==> config.mk <==
export PLATFORM = sky130hd
export DESIGN_NAME = decode_issue_ctrl
export DESIGN_NICKNAME = d
export VERILOG_FILES = /design/src/rtl/decode_issue_ctrl.sv
export SDC_FILE = /design/constraint.sdc
export NUM_CORES = 1
export LEC_CHECK = 0
export ABC_CLOCK_PERIOD_IN_PS = 3800
export CAP_MARGIN = 30
export CELL_PAD_IN_SITES_DETAIL_PLACEMENT = 1
export CELL_PAD_IN_SITES_GLOBAL_PLACEMENT = 1
export CORE_MARGIN = 5
export CORE_UTILIZATION = 34
export DETAILED_ROUTE_END_ITERATION = 8
export HOLD_SLACK_MARGIN = 0.15
export MAX_ROUTING_LAYER = met4
export PLACE_DENSITY = 0.8
export SLEW_MARGIN = 15
export SYNTH_ARGS = -nofsm -noshare
export SYNTH_HDL_FRONTEND = slang
export SYNTH_SLANG_ARGS = --single-unit
export TNS_END_PERCENT = 20
==> constraint.sdc <==
create_clock -name clk -period 3.8 [get_ports clk]
set_clock_uncertainty 0.05 [all_clocks]
set_input_delay 0.38 -clock clk [delete_from_list [all_inputs] [get_ports clk]]
set_output_delay 0.38 -clock clk [all_outputs]
set_load 0.01 [all_outputs]
==> src/rtl/decode_issue_ctrl.sv <==
// decode_issue_ctrl: single-entry issue buffer between fetch and decode/execute.
// Tracks in-flight register writes in a 32-bit scoreboard and stalls the held
// instruction on RAW/WAW hazards until writeback retires the register. A
// same-cycle writeback is bypassed so it releases the stall immediately.
module decode_issue_ctrl #(
  parameter int                DWIDTH   = 32,
  parameter int                AWIDTH   = 32,
  parameter logic [AWIDTH-1:0] BASEADDR = 32'h0100_0000
) (
  input  logic              clk,
  input  logic              rst,
  input  logic              fetch_valid_i,
  input  logic [DWIDTH-1:0] fetch_insn_i,
  input  logic [AWIDTH-1:0] fetch_pc_i,
  output logic              fetch_ready_o,
  output logic              issue_valid_o,
  output logic [DWIDTH-1:0] issue_insn_o,
  output logic [AWIDTH-1:0] issue_pc_o,
  input  logic              issue_ready_i,
  input  logic              wb_valid_i,
  input  logic [4:0]        wb_rd_i,
  input  logic              flush_i,
  output logic              stall_o,
  output logic [31:0]       busy_mask_o
);

  localparam logic [6:0] OP_R      = 7'b0110011;
  localparam logic [6:0] OP_IMM    = 7'b0010011;
  localparam logic [6:0] OP_LOAD   = 7'b0000011;
  localparam logic [6:0] OP_STORE  = 7'b0100011;
  localparam logic [6:0] OP_BRANCH = 7'b1100011;
  localparam logic [6:0] OP_JALR   = 7'b1100111;
  localparam logic [6:0] OP_JAL    = 7'b1101111;
  localparam logic [6:0] OP_LUI    = 7'b0110111;
  localparam logic [6:0] OP_AUIPC  = 7'b0010111;

  localparam logic [DWIDTH-1:0] NOP_INSN = DWIDTH'(32'h0000_0013);

  logic              hold_valid_q;
  logic [DWIDTH-1:0] hold_insn_q;
  logic [AWIDTH-1:0] hold_pc_q;
  logic [31:0]       busy_q;
  logic [31:0]       busy_d;

  logic [6:0]  opcode_s;
  logic [4:0]  rs1_s;
  logic [4:0]  rs2_s;
  logic [4:0]  rd_s;
  logic        uses_rs1_s;
  logic        uses_rs2_s;
  logic        writes_rd_s;
  logic [31:0] wb_clear_s;
  logic [31:0] eff_busy_s;
  logic        hazard_s;
  logic        fire_s;
  logic        accept_s;

  assign opcode_s = hold_insn_q[6:0];
  assign rs1_s    = hold_insn_q[19:15];
  assign rs2_s    = hold_insn_q[24:20];
  assign rd_s     = hold_insn_q[11:7];

  // Decode which register fields the held opcode reads and writes.
  always_comb begin
    uses_rs1_s  = 1'b0;
    uses_rs2_s  = 1'b0;
    writes_rd_s = 1'b0;
    case (opcode_s)
      OP_R:      begin uses_rs1_s = 1'b1; uses_rs2_s = 1'b1; writes_rd_s = 1'b1; end
      OP_IMM:    begin uses_rs1_s = 1'b1; writes_rd_s = 1'b1; end
      OP_LOAD:   begin uses_rs1_s = 1'b1; writes_rd_s = 1'b1; end
      OP_STORE:  begin uses_rs1_s = 1'b1; uses_rs2_s = 1'b1; end
      OP_BRANCH: begin uses_rs1_s = 1'b1; uses_rs2_s = 1'b1; end
      OP_JALR:   begin uses_rs1_s = 1'b1; writes_rd_s = 1'b1; end
      OP_JAL:    begin writes_rd_s = 1'b1; end
      OP_LUI:    begin writes_rd_s = 1'b1; end
      OP_AUIPC:  begin writes_rd_s = 1'b1; end
      default:   begin uses_rs1_s = 1'b0; uses_rs2_s = 1'b0; writes_rd_s = 1'b0; end
    endcase
  end

  // Bypass a same-cycle writeback out of the scoreboard; x0 is never busy.
  always_comb begin
    if (wb_valid_i) begin
      wb_clear_s = 32'd1 << wb_rd_i;
    end else begin
      wb_clear_s = 32'd0;
    end
    eff_busy_s    = busy_q & ~wb_clear_s;
    eff_busy_s[0] = 1'b0;
  end

  // Hazard check of the held instruction against the bypassed scoreboard.
  always_comb begin
    hazard_s = 1'b0;
    if (hold_valid_q) begin
      hazard_s = (uses_rs1_s && eff_busy_s[rs1_s]) ||
                 (uses_rs2_s && eff_busy_s[rs2_s]) ||
                 (writes_rd_s && (rd_s != 5'd0) && eff_busy_s[rd_s]);
    end else begin
      hazard_s = 1'b0;
    end
  end

  assign issue_valid_o = hold_valid_q & ~hazard_s;
  assign stall_o       = hold_valid_q & hazard_s;
  assign fire_s        = issue_valid_o & issue_ready_i;
  assign fetch_ready_o = ~flush_i & (~hold_valid_q | fire_s);
  assign accept_s      = fetch_valid_i & fetch_ready_o;
  assign issue_insn_o  = hold_insn_q;
  assign issue_pc_o    = hold_pc_q;
  assign busy_mask_o   = busy_q;

  // Next scoreboard: retire writebacks, then mark the issuing writer (set wins).
  always_comb begin
    busy_d = eff_busy_s;
    if (fire_s && writes_rd_s && (rd_s != 5'd0)) begin
      busy_d[rd_s] = 1'b1;
    end else begin
      busy_d = eff_busy_s;
    end
  end

  // Hold register and scoreboard state; flush empties the hold but keeps busy.
  always_ff @(posedge clk) begin
    if (rst) begin
      hold_valid_q <= 1'b0;
      hold_insn_q  <= NOP_INSN;
      hold_pc_q    <= BASEADDR;
      busy_q       <= 32'd0;
    end else begin
      busy_q <= busy_d;
      if (flush_i) begin
        hold_valid_q <= 1'b0;
      end else if (accept_s) begin
        hold_valid_q <= 1'b1;
        hold_insn_q  <= fetch_insn_i;
        hold_pc_q    <= fetch_pc_i;
      end else if (fire_s) begin
        hold_valid_q <= 1'b0;
      end
    end
  end

endmodule

==> results of run 1 <==
how the worst min path moves through the flow:
stage | start | slack, ps | to
final | rst | 370 | busy_mask_o[4]$_SDFF_PP0_
after global routing | rst | 370 | busy_mask_o[4]$_SDFF_PP0_
after CTS | rst | 360 | busy_mask_o[4]$_SDFF_PP0_
after detailed placement | issue_pc_o[6]$_SDFFE_PP0P_ | 420 | issue_pc_o[6]$_SDFFE_PP0P_
after global placement | issue_pc_o[19]$_SDFFE_PP0P_ | 410 | issue_pc_o[19]$_SDFFE_PP0P_
after floorplan | issue_pc_o[0]$_SDFFE_PP0P_ | 440 | issue_pc_o[0]$_SDFFE_PP0P_
routing by layer:
metal | vias to the layer above | global-route usage [%]
li1 | 2657 | -
met1 | 2795 | 30.3
met2 | 274 | 40.6
met3 | 51 | 6.88
met4 | 0 | 11.1
met5 | - | -
cell usage in the layout, fill, tap and decap left out, types with 3 or more instances in the layout:
master and n:
clkdlybuf4s50_1 166, nand2b_1 123, dfxtp_1 97, buf_4 81
mux2i_1 71, nand4_1 37, a21oi_1 35, nor2_1 29
o21ai_0 18, o211ai_1 18, nand2_1 14, o2111ai_1 11
o21ai_1 10, inv_1 9, clkbuf_16 9, nand3_1 7
nand4b_1 6, nor3_1 6, mux4_2 6, nor2b_1 5
and2_1 4, dlygate4sd2_1 4, and3_1 3, o21ai_2 3
nor3b_1 3, and3b_1 3, a221oi_1 3, nor4_2 3
buf_12 3
repair_timing:
item | in CTS | in global routing
setup buffers | 1 | 0
gates resized for setup | 19 | 14
pin swaps | 2 | 1
endpoints found under the setup margin | 3 | 3
power groups by stage:
stage	registers, mW	logic [mW]	clock network (mW)
2_1_floorplan	1.14	0.248	0
3_3_place_gp	1.14	0.529	0
3_5_place_dp	1.14	0.545	0
4_1_cts	1.12	0.552	0.941
5_1_grt	1.13	0.595	0.983
6_report	1.12	0.557	0.916
critical path: stages:
cell	delay, ps
clkdlybuf4s50_1	440
buf_4	180
or4b_1	530
buf_4	190
o211ai_1	180
a21oi_1	110
a211oi_2	240
nor4_2	90
buf_4	150
nor4_4	300
and2_4	220
dlygate4sd2_1	280
flip-flops by register name, indices dropped and copies added, names as in the netlist:
name / count
issue_insn_o: 32
issue_pc_o: 32
busy_mask_o: 32
hold_valid_q: 1
final cells by class:
class,count,area [µm²]
clock buffer,12,256
inverter,11,41.3
clock inverter,4,35.0
multi-input combinational,457,3310
tap,216,270
timing repair buffer,256,2380
fill,1847,7540
sequential,97,1940
cell families after synthesis:
logic type	after synthesis	synth area share, %
buffers and inverters	64	5.71
multiplexers	77	15.6
flip-flops	97	35.7
other	1	0.0690
AND/OR/NAND/NOR	259	28.7
AO/OA/AOI/OAI	120	14.2
metrics by stage:
stage,cells,cell area [µm²]
3_5_place_dp,1036,7840
3_3_place_gp,1036,7840
4_1_cts,1053,8190
6_report,1053,8230
5_1_grt,1053,8230
2_1_floorplan,618,5440
==> results.md, run 1 <==
- Status: finished, final reports clean
- Global route overflow: 0
- RR Startpoint: issue_insn_o[7]$_SDFFE_PP0P_
- NetSw: 742 µW
- Post-synth top area cell: dfxtp_1
- Clk sinks: 97
- Clk pin slew, worst setup/hold paths: 70 ps
- Post-synth top cells: nand2b_1, dfxtp_1, mux2i_1, nand4_1, a21oi_1
- Antenna violation net count after detailed routing: 0
- Path depth of the worst reg2reg path: 9
- GR Util All Layers: 25.5%
- CTS HTree Levels: 3
- TNS Setup: 0 ps
- Layout Utilization: 52.2%
- Leakage: 2.96 nW
- Overall power: 2.59 mW
- Post-synth EDFFs: 0
- Worst-Skew Late Latency: 350 ps
- Final Cycle Share: 98.3%
- Worst Setup EP: issue_valid_o
- Ys flop type: dfxtp_1
- Critical R2R Capture: issue_insn_o[31]$_SDFFE_PP0P_
- Largest net degree at the start of global routing: 89
- Routability cong.: 1.01
- Reg power frac: 43.2%
- Worst slew pin tran: 839 ps
- Pwr/cell area: 315 mW/mm²
- IO Count: 174
- Share of flip-flops with an asynchronous set or reset: 0%
- CP startpoint kind: input port
- DIE WIDTH: 136 µm
- Max Used Layer: met4
- Max-cap viol count: 0
- Initial Utilization: 34.5%
- Clock buffer count from CTS: 9
- Input/output buffers: 173
- Clock Tree Root: clkbuf_16
- Maximum VDD drop: 0.000197 V
- Clk network pwr share: 35.3%
- WL met1: 9250 µm
- Mapped Area: 0.00544 mm²
- Met3 routed WL: 1960 µm
- Internal Power: 1.85 mW
- First-pass GRT wire length: 35500 µm
- Vias per Instance: 5.49
- Worst setup path startpoint: wb_rd_i[3]
- Final Max Tran Viols: 0
- Crit end category: primary output
- R2R Setup Slk: 760 ps
- Layout area overhead: 51.5%
- Nets: 907
- Drc violations: 0
- Sequential share of the synthesized area: 35.7%
- Synth top area share: 35.7%
- Die height: 136 µm
- Pre-CTS setup slack: -471 ps
- Vias in the first global route: 6302
- Core ar.: 0.0158 mm²
- Final Hold Vio Count: 0
- Count leader, synth: nand2b_1
- Yosys reg bits: 97
- Slew HR: 43.6%
- Yosys cell types: 60
- WL final: 23000 µm
- Drt initial violations: 331
- Hold Path Class: in2reg
- Comb pwr share: 21.5%
- Cells after Synth: 618
- Cts-stage hold buffer count: 0
- Router iterations before antenna repair: 5
- Switching Fraction: 28.6%
- Crit path time final: 3730 ps
- Critical Path Fanout Max: 8
- ANT cells: 0
- Hold Path Stages: 2
- Syn_nets: 693
- Synthesized area per cell: 8.80 µm²
- WHS: 372 ps
- Ys Warns: 0
- Share of layout cells above drive strength 1: 15.5%
- CTS tree: built
- Die area: 0.0186 mm²
- Antenna violations before repair: 0
- Final setup viols: 0
- Fmax: 268 MHz
- Clock Tree Buf Depth: 2
- Rows: 46
- Met2 routed WL: 11000 µm
- Crit path required time: 3370 ps
- Unrepaired setup endpoints after global routing: true
- Crit path DAT: 3300 ps
- Dominant cells by area after synthesis: dfxtp_1, nand2b_1, mux2i_1
- Worst setup path class: in2out
- WL/cell: 21.8 µm
- Via count: 5777
- DPL Wire Length: 17600 µm
- Final Worst Setup Slack: 66.0 ps
(Power assumes the default switching activity.)
==> run 2: changes to the inputs <==
--- a/config.mk
+++ b/config.mk
@@ -11,10 +11,11 @@
 export CELL_PAD_IN_SITES_GLOBAL_PLACEMENT = 1
 export CORE_MARGIN = 5
 export CORE_UTILIZATION = 34
+export CTS_BUF_LIST = sky130_fd_sc_hd__clkbuf_16
 export DETAILED_ROUTE_END_ITERATION = 8
 export HOLD_SLACK_MARGIN = 0.15
 export MAX_ROUTING_LAYER = met4
-export PLACE_DENSITY = 0.8
+export PLACE_DENSITY_LB_ADDON = 0.15
 export SLEW_MARGIN = 15
 export SYNTH_ARGS = -nofsm -noshare
 export SYNTH_HDL_FRONTEND = slang
==> run 2 against run 1 <==
  * Clock-buffer cell count decreased by 3
  * Non-clock buffer count increased by 4
  * Cell count increased by 0.47%
  * First-iteration DRC count increased by 9.4%
  * Critical path type unchanged
==> results.md, run 2 (synthesized netlist as in run 1, its figures left out) <==
- IO Count: 174 (unchanged)
- Core ar.: 0.0158 mm² (unchanged)
- First-pass GRT wire length: 33400 µm (-6.0%)
- Global route overflow: 0 (unchanged)
- Final Cycle Share: 99.3% (+1.0 points)
- Final Hold Vio Count: 0 (unchanged)
- Die height: 136 µm (unchanged)
- RR Startpoint: issue_insn_o[11]$_SDFFE_PP0P_
- Vias in the first global route: 5993 (-4.9%)
- Worst-Skew Late Latency: 360 ps (about the same)
- Worst Setup EP: issue_valid_o
- Cell area after layout: 0.00828 mm² (+0.55%)
- WL final: 21700 µm (-5.5%)
- CP top delay family: buffers and inverters
- Slew HR: 40.4% (-3.2 points)
- Overall power: 2.58 mW (-0.65%)
- Worst setup path class: in2out
- R2R Setup Slk: 730 ps (-30 ps)
- Crit path time final: 3770 ps (+37.8 ps)
- CP max stage cell: or4_1
- Clock Tree Root: clkbuf_16
- Layout area overhead: 52.3%
- Max-cap viol count: 0 (unchanged)
- Clk pin slew, worst setup/hold paths: 70 ps (about the same)
- ANT cells: 0 (unchanged)
- Largest net degree at the start of global routing: 76 (-15%)
- Clock Tree Buf Depth: 2 (unchanged)
- Antenna violations before repair: 0 (unchanged)
- Maximum VDD drop: 0.000194 V (-1.9%)
- Routability cong.: 0.961 (-5.2%)
- Drc violations: 0 (unchanged)
- Crit path required time: 3370 ps (about the same)
- CP Buf/Inv Count: 5 (unchanged)
- Pwr/cell area: 311 mW/mm² (-1.2%)
- Hold Path Stages: 2 (unchanged)
- Clk sinks: 97 (unchanged)
- Final Max Tran Viols: 0 (unchanged)
- CTS HTree Levels: 3 (unchanged)
- CTS tree: built
- Via count: 5698 (-1.4%)
- Unrepaired setup endpoints after global routing: true
- DIE WIDTH: 136 µm (unchanged)
- Layout Utilization: 52.5% (+0.29 points)
- Critical Path Fanout Max: 6 (-2)
- WHS: 426 ps (+54.2 ps)
- CP cell instances: clkdlybuf4s50_1 > buf_4 > nand4_1 > buf_4 > o211ai_1 > o2111ai_1 > nand4_1 > or4_1 > o311a_4 > buf_4 > and2_1 > dlygate4sd2_1
- Final setup viols: 0 (unchanged)
- Rows: 46 (unchanged)
- Fmax: 265 MHz (-1.0%)
- Antenna violation net count after detailed routing: 0 (unchanged)
- Clock buffer count from CTS: 9 (unchanged)
- Vias per Instance: 5.39 (-1.8%)
- Leakage: 2.98 nW (+0.81%)
- CP startpoint kind: input port
- Die area: 0.0186 mm² (unchanged)
- Most frequent CP cell: buf_4
- Router iterations before antenna repair: 5 (unchanged)
- Filler Cells Inserted: 1879 (+1.7%)
- Crit path DAT: 3340 ps (+40 ps)
- Drt initial violations: 362 (+9.4%)
- GR Util All Layers: 23.8% (-1.7 points)
- Status: finished, final reports clean
- DPL Wire Length: 16400 µm (-6.4%)
- WL/cell: 20.6 µm (-5.9%)
- Worst slew pin tran: 891 ps (+51.9 ps)
- Crit path depth: 12 (unchanged)
- Share of layout cells above drive strength 1: 15.6% (+0.027 points)
- Worst setup path startpoint: wb_rd_i[3]
- Nets: 912 (+0.55%)
- Path depth of the worst reg2reg path: 9 (unchanged)
- Dpl cell area: 0.00786 mm² (+0.26%)
- Input/output buffers: 173 (unchanged)
- Slowest stage delay, CP: 570 ps (+40 ps)
- Initial Utilization: 34.5% (unchanged)
- Hold Path Class: reg2reg
- Critical R2R Capture: issue_insn_o[23]$_SDFFE_PP0P_
- Commonest cells after routing, fill and taps aside: clkdlybuf4s50_1, nand2b_1, dfxtp_1
- Most common cell after layout, fill and taps aside: clkdlybuf4s50_1
- Crit end category: primary output
[run 2: changes by cell type in the layout (fill, tap and decap cells not counted), sizes merged]
| cell | before | now |
|---|---|---|
| inv | 13 | 12 |
| clkinvlp | 0 | 4 |
| buf | 84 | 88 |
| clkdlybuf4s15 | 1 | 0 |
| or2b | 1 | 2 |
| dlymetal6s2s | 0 | 2 |
| clkbuf | 13 | 9 |
[run 2: area by class of cell]
| class | count | area (µm²) | share of cell area, % |
|---|---|---|---|
| flip-flops and latches | 97 | 1940 | 23.5 |
| inverters | 11 | 41.3 | 0.499 |
| clock buffers | 9 | 225 | 2.72 |
| repair buffers | 260 | 2440 | 29.4 |
| well taps | 216 | 270 | 3.26 |
| multi-input cells | 458 | 3310 | 40.0 |
| clock inverters | 7 | 55.1 | 0.665 |
[run 2: how the worst min path moves through the flow]
stage | from | end | slack, ps
2_1_floorplan | issue_pc_o[0]$_SDFFE_PP0P_ | issue_pc_o[0]$_SDFFE_PP0P_ | 440
3_3_place_gp | issue_pc_o[20]$_SDFFE_PP0P_ | issue_pc_o[20]$_SDFFE_PP0P_ | 410
3_5_place_dp | issue_pc_o[28]$_SDFFE_PP0P_ | issue_pc_o[28]$_SDFFE_PP0P_ | 420
4_1_cts | issue_pc_o[21]$_SDFFE_PP0P_ | issue_pc_o[21]$_SDFFE_PP0P_ | 430
5_1_grt | issue_pc_o[7]$_SDFFE_PP0P_ | issue_pc_o[7]$_SDFFE_PP0P_ | 450
6_report | issue_pc_o[21]$_SDFFE_PP0P_ | issue_pc_o[21]$_SDFFE_PP0P_ | 430
[run 2: per-layer routing]
layer | GRT usage, % | part of all wire (%) | up-vias
met5 | - | 0 | -
met4 | 7.89 | 1.9 | 0
met3 | 5.03 | 6.8 | 33
met2 | 38.2 | 47 | 209
met1 | 29.8 | 44 | 2781
li1 | - | - | 2675
[run 2: power breakdown]
group / internal, mW / total (mW) / switching [mW] / leakage [nW]
Combinational: 0.304 / 0.562 / 0.258 / 2.07
Clock: 0.449 / 0.897 / 0.448 / 0.126
Sequential: 1.07 / 1.12 / 0.0522 / 0.792
Total: 1.82 / 2.58 / 0.758 / 2.98
[run 2: worst min-delay path, cell delays in order, from the launching register on]
cell and delay (ps):
dfxtp_1 320, nand2b_1 60, mux2i_1 50
[run 2: repair_timing]
item                                    CTS  global route
gates cloned                              0             1
buffers inserted                          1             3
pin swaps                                 2             3
hold endpoints to repair                  0             0
endpoints found under the setup margin    3             3
gates resized for setup                  17            12
hold buffers                              0             0
[run 2: per-stage QoR]
stage	cells	worst slack (ps)	setup TNS (ps)
CTS	1054	14.8	0
finish	1058	28.1	0
floorplan	618	833	0
global route	1058	-46.6	-81.4
global placement	1037	-281	-758
detailed placement	1037	-301	-3060
